File: src/rtl/dma_priority_arbiter.sv
// DMA request front end: DREQ synchronization, polarity/mask, fixed or
// rotating priority arbitration and the HRQ/HLDA hold handshake.
//
// Optional feature macro: DMA_ROTATING_PRIORITY_EN
//   defined   -> command_reg_out_i[4] selects rotating priority
//   undefined -> fixed priority only, channel 0 highest
//
// Ports:
//   clk_i              system clock
//   rst_ni             asynchronous active-low reset
//   dreq_i             raw external requests (asynchronous)
//   command_reg_out_i  [2] disable, [4] rotate, [6] DREQ active-low, [7] DACK active-high
//   mask_reg_out_i     per-channel mask, 1 = masked
//   hlda_i             hold acknowledge from CPU
//   service_done_i     one-cycle end-of-service pulse
//   hrq_o              hold request to CPU
//   dack_o             DMA acknowledge at pin polarity
//   pending_req_o      synchronized, normalized, unmasked requests
//   grant_valid_o      a channel is granted
//   grant_chan_o       granted channel index
module dma_priority_arbiter #(
  parameter int unsigned NCHAN = 4
) (
  input  logic             clk_i,
  input  logic             rst_ni,
  input  logic [NCHAN-1:0] dreq_i,
  input  logic [7:0]       command_reg_out_i,
  input  logic [NCHAN-1:0] mask_reg_out_i,
  input  logic             hlda_i,
  input  logic             service_done_i,
  output logic             hrq_o,
  output logic [NCHAN-1:0] dack_o,
  output logic [NCHAN-1:0] pending_req_o,
  output logic             grant_valid_o,
  output logic [1:0]       grant_chan_o
);

  localparam int unsigned CW = 2;

  localparam logic [1:0] ST_IDLE     = 2'd0;
  localparam logic [1:0] ST_HOLD_REQ = 2'd1;
  localparam logic [1:0] ST_GRANT    = 2'd2;
  localparam logic [1:0] ST_RELEASE  = 2'd3;

  logic [NCHAN-1:0] sync1_q, sync2_q, pend_q;
  logic [NCHAN-1:0] elig;
  logic [1:0]       state_q, state_d;
  logic             hrq_q, hrq_d;
  logic             gv_q, gv_d;
  logic [CW-1:0]    chan_q, chan_d;
  logic [NCHAN-1:0] dack_q, dack_d;
  logic [CW-1:0]    low_pri;
  logic [CW-1:0]    winner;
  logic [CW-1:0]    idx;
  logic             found;

  // Two-flop synchronizer, then polarity normalization into the pending register
  always_ff @(posedge clk_i or negedge rst_ni) begin
    if (!rst_ni) begin
      sync1_q <= '0;
      sync2_q <= '0;
      pend_q  <= '0;
    end else begin
      sync1_q <= dreq_i;
      sync2_q <= sync1_q;
      pend_q  <= sync2_q ^ {NCHAN{command_reg_out_i[6]}};
    end
  end

  assign elig = pend_q & ~mask_reg_out_i;

`ifdef DMA_ROTATING_PRIORITY_EN
  logic          rotate_en;
  logic [CW-1:0] low_pri_q, low_pri_d;

  assign rotate_en = command_reg_out_i[4];
  assign low_pri   = rotate_en ? low_pri_q : CW'(NCHAN - 1);

  // Lowest-priority pointer follows the just-serviced channel; an abort leaves it alone
  always_comb begin
    low_pri_d = low_pri_q;
    if (!rotate_en) begin
      low_pri_d = CW'(NCHAN - 1);
    end else if (state_q == ST_GRANT && service_done_i) begin
      low_pri_d = chan_q;
    end
  end

  always_ff @(posedge clk_i or negedge rst_ni) begin
    if (!rst_ni) begin
      low_pri_q <= CW'(NCHAN - 1);
    end else begin
      low_pri_q <= low_pri_d;
    end
  end
`else
  assign low_pri = CW'(NCHAN - 1);
`endif

  // First eligible channel searching upward from low_pri+1 with wrap-around
  always_comb begin
    winner = low_pri;
    found  = 1'b0;
    idx    = '0;
    for (int unsigned k = 1; k <= NCHAN; k++) begin
      idx = low_pri + CW'(k);
      if (!found && elig[idx]) begin
        winner = idx;
        found  = 1'b1;
      end
    end
  end

  // Next state and registered outputs, derived from the next state
  always_comb begin
    state_d = state_q;
    chan_d  = chan_q;
    case (state_q)
      ST_IDLE: begin
        if (|elig && !command_reg_out_i[2]) state_d = ST_HOLD_REQ;
      end
      ST_HOLD_REQ: begin
        if (elig == '0 || command_reg_out_i[2]) begin
          state_d = ST_IDLE;
        end else if (hlda_i) begin
          state_d = ST_GRANT;
          chan_d  = winner;
        end
      end
      ST_GRANT: begin
        // Completion wins over a simultaneous HLDA fall
        if (service_done_i) begin
          state_d = ST_RELEASE;
        end else if (!hlda_i) begin
          state_d = ST_IDLE;
        end
      end
      ST_RELEASE: begin
        if (!hlda_i) state_d = ST_IDLE;
      end
      default: state_d = ST_IDLE;
    endcase
    hrq_d  = (state_d == ST_HOLD_REQ) || (state_d == ST_GRANT);
    gv_d   = (state_d == ST_GRANT);
    dack_d = gv_d ? (NCHAN'(1) << chan_d) : '0;
  end

  always_ff @(posedge clk_i or negedge rst_ni) begin
    if (!rst_ni) begin
      state_q <= ST_IDLE;
      hrq_q   <= 1'b0;
      gv_q    <= 1'b0;
      chan_q  <= '0;
      dack_q  <= '0;
    end else begin
      state_q <= state_d;
      hrq_q   <= hrq_d;
      gv_q    <= gv_d;
      chan_q  <= chan_d;
      dack_q  <= dack_d;
    end
  end

  assign hrq_o         = hrq_q;
  assign grant_valid_o = gv_q;
  assign grant_chan_o  = chan_q;
  assign pending_req_o = pend_q;
  // Pin polarity follows the live DACK sense bit
  assign dack_o        = dack_q ^ {NCHAN{~command_reg_out_i[7]}};

endmodule

File: config.mk
export PLATFORM = sky130hd
export DESIGN_NAME = dma_priority_arbiter
export DESIGN_NICKNAME = d
export VERILOG_FILES = /design/src/rtl/dma_priority_arbiter.sv
export SDC_FILE = /design/constraint.sdc
export NUM_CORES = 1
export LEC_CHECK = 0
export ABC_AREA = 1
export CAP_MARGIN = 0
export CORE_ASPECT_RATIO = 1.5
export CORE_MARGIN = 2
export CORE_UTILIZATION = 43
export DETAILED_ROUTE_END_ITERATION = 8
export PLACE_DENSITY = 0.88
export SETUP_SLACK_MARGIN = 0.2
export SYNTH_ARGS = -nofsm -noshare
export SYNTH_HDL_FRONTEND = slang
export SYNTH_SLANG_ARGS = --single-unit
File: constraint.sdc
create_clock -name clk_i -period 1.8 [get_ports clk_i]
set_clock_uncertainty 0.2 [all_clocks]
set_input_delay 0.36 -clock clk_i [delete_from_list [all_inputs] [get_ports clk_i]]
set_output_delay 0.36 -clock clk_i [all_outputs]
set_load 0.02 [all_outputs]
==> results of run 1 <==
==> cell type report <==
type / count / area share [%]
flip-flops and latches: 22 / 39.5
inverters: 13 / 3.82
repair buffers: 43 / 24.4
well taps: 22 / 1.96
multi-input cells: 46 / 26.6
clock buffers: 3 / 1.60
clock inverters: 1 / 2.13
==> flip-flops by register name, summed over array words and instances (netlist names) <==
signal / cells
dack_q: 4
pending_req_o: 4
sync1_q: 4
sync2_q: 4
grant_chan_o: 2
state_q: 2
grant_valid_o: 1
hrq_o: 1
==> final timing paths <==
path                                         end  slack (ps)        startpoint
worst min-delay path               grant_valid_o         160            rst_ni
min in group clk_i                    sync2_q[2]         160        sync1_q[2]
worst max register to register         dack_q[0]         190  pending_req_o[1]
worst max-delay path                   dack_o[1]         150         dack_q[1]
worst min register to register        sync2_q[2]         160        sync1_q[2]
max in group asynchronous       pending_req_o[2]        1000            rst_ni
==> metrics by stage <==
stage | util [%] | hold slack (ps) | power (W) | std cells
floorplan | - | -136 | 0.000951 | 82
global placement | 61.9 | 131 | 0.00118 | 136
detailed placement | 61.9 | 140 | 0.00120 | 136
CTS | 68.4 | 167 | 0.00165 | 150
global route | 70.3 | 178 | 0.00183 | 150
finish | 70.3 | 156 | 0.00174 | 150
==> timing repair <==
action / in CTS / in global routing
pin swaps: 14 / 12
setup endpoints to repair: 18 / 17
buffers inserted: 10 / 0
endpoints found under the hold margin: 0 / 0
gates resized for setup: 46 / 27
hold buffers: 0 / 0
==> cells by family after synthesis <==
kind of cell | synth area share (%)
compound gates | 2.92
xor+xnor | 7.79
fa+ha+maj | 1.39
buf+inv | 5.84
flops | 61.2
simple gates | 20.9
==> per-layer routing <==
| metal | wire length, µm | vias up |
|---|---|---|
| li1 | - | 338 |
| met1 | 680 | 348 |
| met2 | 1250 | 24 |
| met3 | 94 | 5 |
| met4 | 31 | 0 |
| met5 | 0 | - |
==> placed cells by master (no fill, tap or decap), drive strengths merged <==
| cell | n |
|---|---|
| buf | 21 |
| bufinv | 1 |
| clkbuf | 8 |
| clkdlybuf4s15 | 2 |
| clkdlybuf4s50 | 8 |
| dfrtp | 22 |
| dlygate4sd2 | 7 |
| ha | 1 |
| inv | 13 |
| nand2 | 19 |
| nand3 | 4 |
| nand3b | 1 |
| nand4 | 1 |
| nor2 | 8 |
| o211ai | 1 |
| o21ai | 3 |
| xnor2 | 4 |
| xor2 | 4 |
==> power breakdown <==
part / total (W) / switching (W) / internal (W)
combinational: 0.000698 / 0.000372 / 0.000326
clock: 0.000383 / 0.000158 / 0.000225
sequential: 0.000659 / 0.0000699 / 0.000589
total: 0.00174 / 0.000600 / 0.00114
==> results.json, run 1 <==
{
  "htreeDepth": 1,
  "ys.flop_type": "dfrtp_1",
  "rows": 20,
  "hold_class": "in -> async",
  "hpwl_um": 1280,
  "placed_area_mm2": 0.00124,
  "cts_buffer_depth": 2,
  "worst_pin_slew_ps": 339,
  "synth_common_cells": "dfrtp_1 (22), nand2_1 (12), inv_1 (11)",
  "syn-cell-area_um2": 900,
  "area.growth.synth_to_final_pct": 56.5,
  "num-nets-final": 150,
  "synth_area_leader_cell": "dfrtp_1",
  "register_area_um2": 556,
  "post_drt_wl_per_cell_um": 13.7,
  "clock_latency_ps": 320,
  "io_pins": 32,
  "start_util_pct": 44.9,
  "layout_setup_ws_ps": 153,
  "start_kind": "flop",
  "ys_warn_count": 0,
  "cpMaxStageDelayCell": "dfrtp_1",
  "cts.clk_slew.worst_paths_ps": 120,
  "final_area_mm2": 0.00141,
  "drt-total-wl_um": 2060,
  "cts_buffers": 3,
  "synth_most_common_cell": "dfrtp_1",
  "synth_nets": 103,
  "ys_types": 21,
  "ys_seq_area_share_pct": 61.2,
  "crit_required_ps": 1240,
  "worstSetupEndpointType": "output port",
  "port_buffers": 26,
  "antenna_found_initial": 0,
  "relSlewSlack_pct": 77.3,
  "first_pass_iters": 2,
  "hold_viol_final": 0,
  "use_met2_pct": 36.8,
  "met1_usage_pct": 22.0,
  "first_global_vias": 764,
  "ir_drop_mv": 0.941,
  "slowest_delay_ps": 430,
  "rsz0062_at_grt": "true",
  "path_buf_inv": 1,
  "pwr_density_cell_mw_per_mm2": 1240,
  "drtIter0Drc": 7,
  "core_area_mm2": 0.00200,
  "gr-usage-all-layers_pct": 20.6,
  "cp_max_fo": 1,
  "fillers": 148,
  "cp_cell_sequence": "xnor2_2 > buf_4",
  "synth.area.top_cells": "dfrtp_1 (61%), nand2_1 (5.0%), inv_1 (4.6%)",
  "gr-total-overflow": 0,
  "busiest_layer": "met2",
  "chipWidth_um": 41.3,
  "cp.depth": 2,
  "ant_nets": 0,
  "synth-edff-count": 0,
  "dieArea_mm2": 0.00248,
  "drc_errors": 0,
  "worstPathArrival_ps": 1090,
  "grt_pass1_wl_um": 3240,
  "met3_usage_pct": 3.72,
  "cts_tree": "built",
  "grt_max_degree": 23,
  "multi_input_area_um2": 374,
  "syn_inst": 82,
  "gp_congestion": 0.715,
  "period_needed_ps": 1650,
  "async_reset_ff_share_pct": 100,
  "setup_violations": 0,
  "num_antenna_cells": 0,
  "route.vias.total": 715,
  "drive_above_1_share_pct": 47.7,
  "dp_slack_ps": -532,
  "yosys_register_bits": 22,
  "fmax_mhz": 607,
  "cts_num_sinks": 22,
  "status": "completed",
  "fin_setup_tns_ps": 0,
  "period_share_pct": 91.5,
  "clockRootBuffer": "clkbuf_4",
  "die_h_um": 60.0,
  "power.leakage_nw": 0.696,
  "report.final.slew_viol_count": 0,
  "worstRegToRegCells": 10,
  "synth.top_cell.area_share_pct": 61.2,
  "viasPerCell": 4.77,
  "cap_violations": 0,
  "critical-path-top-delay-family": "flip-flops",
  "synth_area_per_cell_um2": 11.0,
  "critPathKind": "reg -> out"
}
Power figures use the tool's default switching activity.
==> run 2, diff against run 1 <==
--- a/config.mk
+++ b/config.mk
@@ -11,8 +11,9 @@
 export CORE_MARGIN = 2
 export CORE_UTILIZATION = 43
 export DETAILED_ROUTE_END_ITERATION = 8
-export PLACE_DENSITY = 0.88
+export PLACE_DENSITY = 0.87
 export SETUP_SLACK_MARGIN = 0.2
 export SYNTH_ARGS = -nofsm -noshare
 export SYNTH_HDL_FRONTEND = slang
 export SYNTH_SLANG_ARGS = --single-unit
+export TNS_END_PERCENT = 50
==> run 2 against run 1 <==
- worst hold slack gained 4.8 ps
- non-clock buffer count shrank 6
- highest routed layer unchanged
- count of clock-buffer cells in the layout is the same
- sequential power is essentially flat
- cell count shrank 4.0%
- combinational power shrank 13%
- largest cell class unchanged
- core utilization shrank 2.4 points
- setup slack gained 45 ps
==> results.json, run 2 (synthesized netlist as in run 1, its figures left out) <==
{
  "status": "completed",
  "path_buf_inv": 1,
  "ir_drop_mv": 0.848,
  "die_h_um": 60.0,
  "power.leakage_nw": 0.670,
  "chipWidth_um": 41.3,
  "period_needed_ps": 1600,
  "cts_buffer_depth": 2,
  "htreeDepth": 1,
  "route.vias.total": 678,
  "cts_num_sinks": 22,
  "rsz0062_at_grt": "true",
  "cp_max_fo": 3,
  "grt_pass1_wl_um": 2700,
  "drt-total-wl_um": 1850,
  "rows": 20,
  "start_util_pct": 44.9,
  "met1_usage_pct": 19.5,
  "worstPathArrival_ps": 1610,
  "critical-path-top-delay-family": "flip-flops",
  "io_pins": 32,
  "hpwl_um": 1220,
  "period_share_pct": 89.0,
  "cts.clk_slew.worst_paths_ps": 120,
  "area.growth.synth_to_final_pct": 51.0,
  "gp_congestion": 0.733,
  "port_buffers": 26,
  "gr-total-overflow": 0,
  "core_area_mm2": 0.00200,
  "drive_above_1_share_pct": 41.8,
  "grt_max_degree": 23,
  "drc_errors": 0,
  "report.final.slew_viol_count": 0,
  "gr-usage-all-layers_pct": 16.6,
  "worstSetupEndpointType": "flop",
  "critPathKind": "reg -> reg",
  "placed_area_mm2": 0.00124,
  "worst_pin_slew_ps": 326,
  "cts_buffers": 3,
  "slowest_delay_ps": 450,
  "first_global_vias": 656,
  "final_util_pct": 67.9,
  "viasPerCell": 4.71,
  "hold_class": "reg -> reg",
  "cap_violations": 0,
  "drtIter0Drc": 9,
  "relSlewSlack_pct": 78.2,
  "cts-hold-fix-buffers": 0,
  "final_common_cell": "dfrtp_1",
  "dieArea_mm2": 0.00248,
  "post_drt_wl_per_cell_um": 12.9,
  "hold_viol_final": 0,
  "final_cell_mix": "dfrtp_1 (19), buf_4 (12), inv_1 (10)",
  "crit_required_ps": 1810,
  "pwr_density_cell_mw_per_mm2": 1210,
  "cp_cell_sequence": "nand2_4 > nand2_4 > inv_4 > nand2_4 > nand3_4 > o211ai_1 > ha_4 > nand3_4 > nor2_2",
  "fmax_mhz": 624,
  "antenna_found_initial": 0,
  "clock_latency_ps": 310,
  "first_pass_iters": 2,
  "num-nets-final": 144,
  "setup_violations": 0,
  "start_kind": "flop",
  "cpMaxStageDelayCell": "dfrtp_2",
  "busiest_layer": "met2",
  "use_met2_pct": 28.8,
  "layout_setup_ws_ps": 198,
  "ant_nets": 0,
  "final_area_mm2": 0.00136,
  "clockRootBuffer": "clkbuf_4",
  "num_antenna_cells": 0,
  "cts_tree": "built",
  "met3_usage_pct": 1.12,
  "critical_path.most_common_cell": "nand2_4",
  "dp_slack_ps": -503
}
==> run 2: changes by cell type in the layout (fill, tap and decap cells not counted), sizes merged <==
cell           delta
clkdlybuf4s15     +1
clkbuf            -2
dlygate4sd2       +1
buf               -6
==> run 2: worst paths after layout <==
kind | from | cells past startpoint | slack [ps] | to
max in group asynchronous | rst_ni | 2 | 1000 | pending_req_o[1]
max | pending_req_o[0] | 9 | 200 | dack_q[3]
min reg2reg | sync1_q[1] | 0 | 160 | sync2_q[1]
max reg2reg | pending_req_o[0] | 9 | 200 | dack_q[3]
min | sync1_q[1] | 0 | 160 | sync2_q[1]
min in group asynchronous | rst_ni | 2 | 170 | hrq_o
==> run 2: stage by stage <==
stage | hold slack, ps | std cells | total power (W) | setup TNS [ps]
4_1_cts | 163 | 140 | 0.00156 | 0
3_5_place_dp | 135 | 136 | 0.00120 | -3430
5_1_grt | 183 | 144 | 0.00172 | 0
6_report | 161 | 144 | 0.00164 | 0
3_3_place_gp | 132 | 136 | 0.00118 | -3080
2_1_floorplan | -136 | 82 | 0.000951 | 0
==> run 2: layer usage <==
metal  wire length, µm  vias up
met4                46        0
met5                 0        -
met1               636      324
met2              1090       23
met3                80        5
li1                  -      326
==> run 2: final cells by class <==
type / count / area [µm²]
Inverter: 13 / 53.8
Tap cell: 22 / 27.5
Timing Repair Buffer: 37 / 302
Fill cell: 164 / 643
Clock buffer: 3 / 22.5
Multi-Input combinational cell: 46 / 369
Sequential cell: 22 / 554
Clock inverter: 1 / 30.0
==> run 2: worst register-to-register path: cells and delay by family (launching register included) <==
family / cells / cell delay, ps
AO/OA/AOI/OAI: 1 / 150
flip-flops: 1 / 450
buffers and inverters: 1 / 70
adder cells (fa/ha/maj): 1 / 220
AND/OR/NAND/NOR: 6 / 410
==> run 2: where the power goes <==
part / switching (W) / internal [W]
logic: 0.000337 / 0.000267
registers: 0.0000716 / 0.000587
clock network: 0.000150 / 0.000225
total: 0.000559 / 0.00108
==> run 2: what timing repair did <==
action                     in CTS  in global routing
buffers inserted                0                  4
pin swaps                      12                 15
setup endpoints to repair      18                 15
resized for setup              47                 18
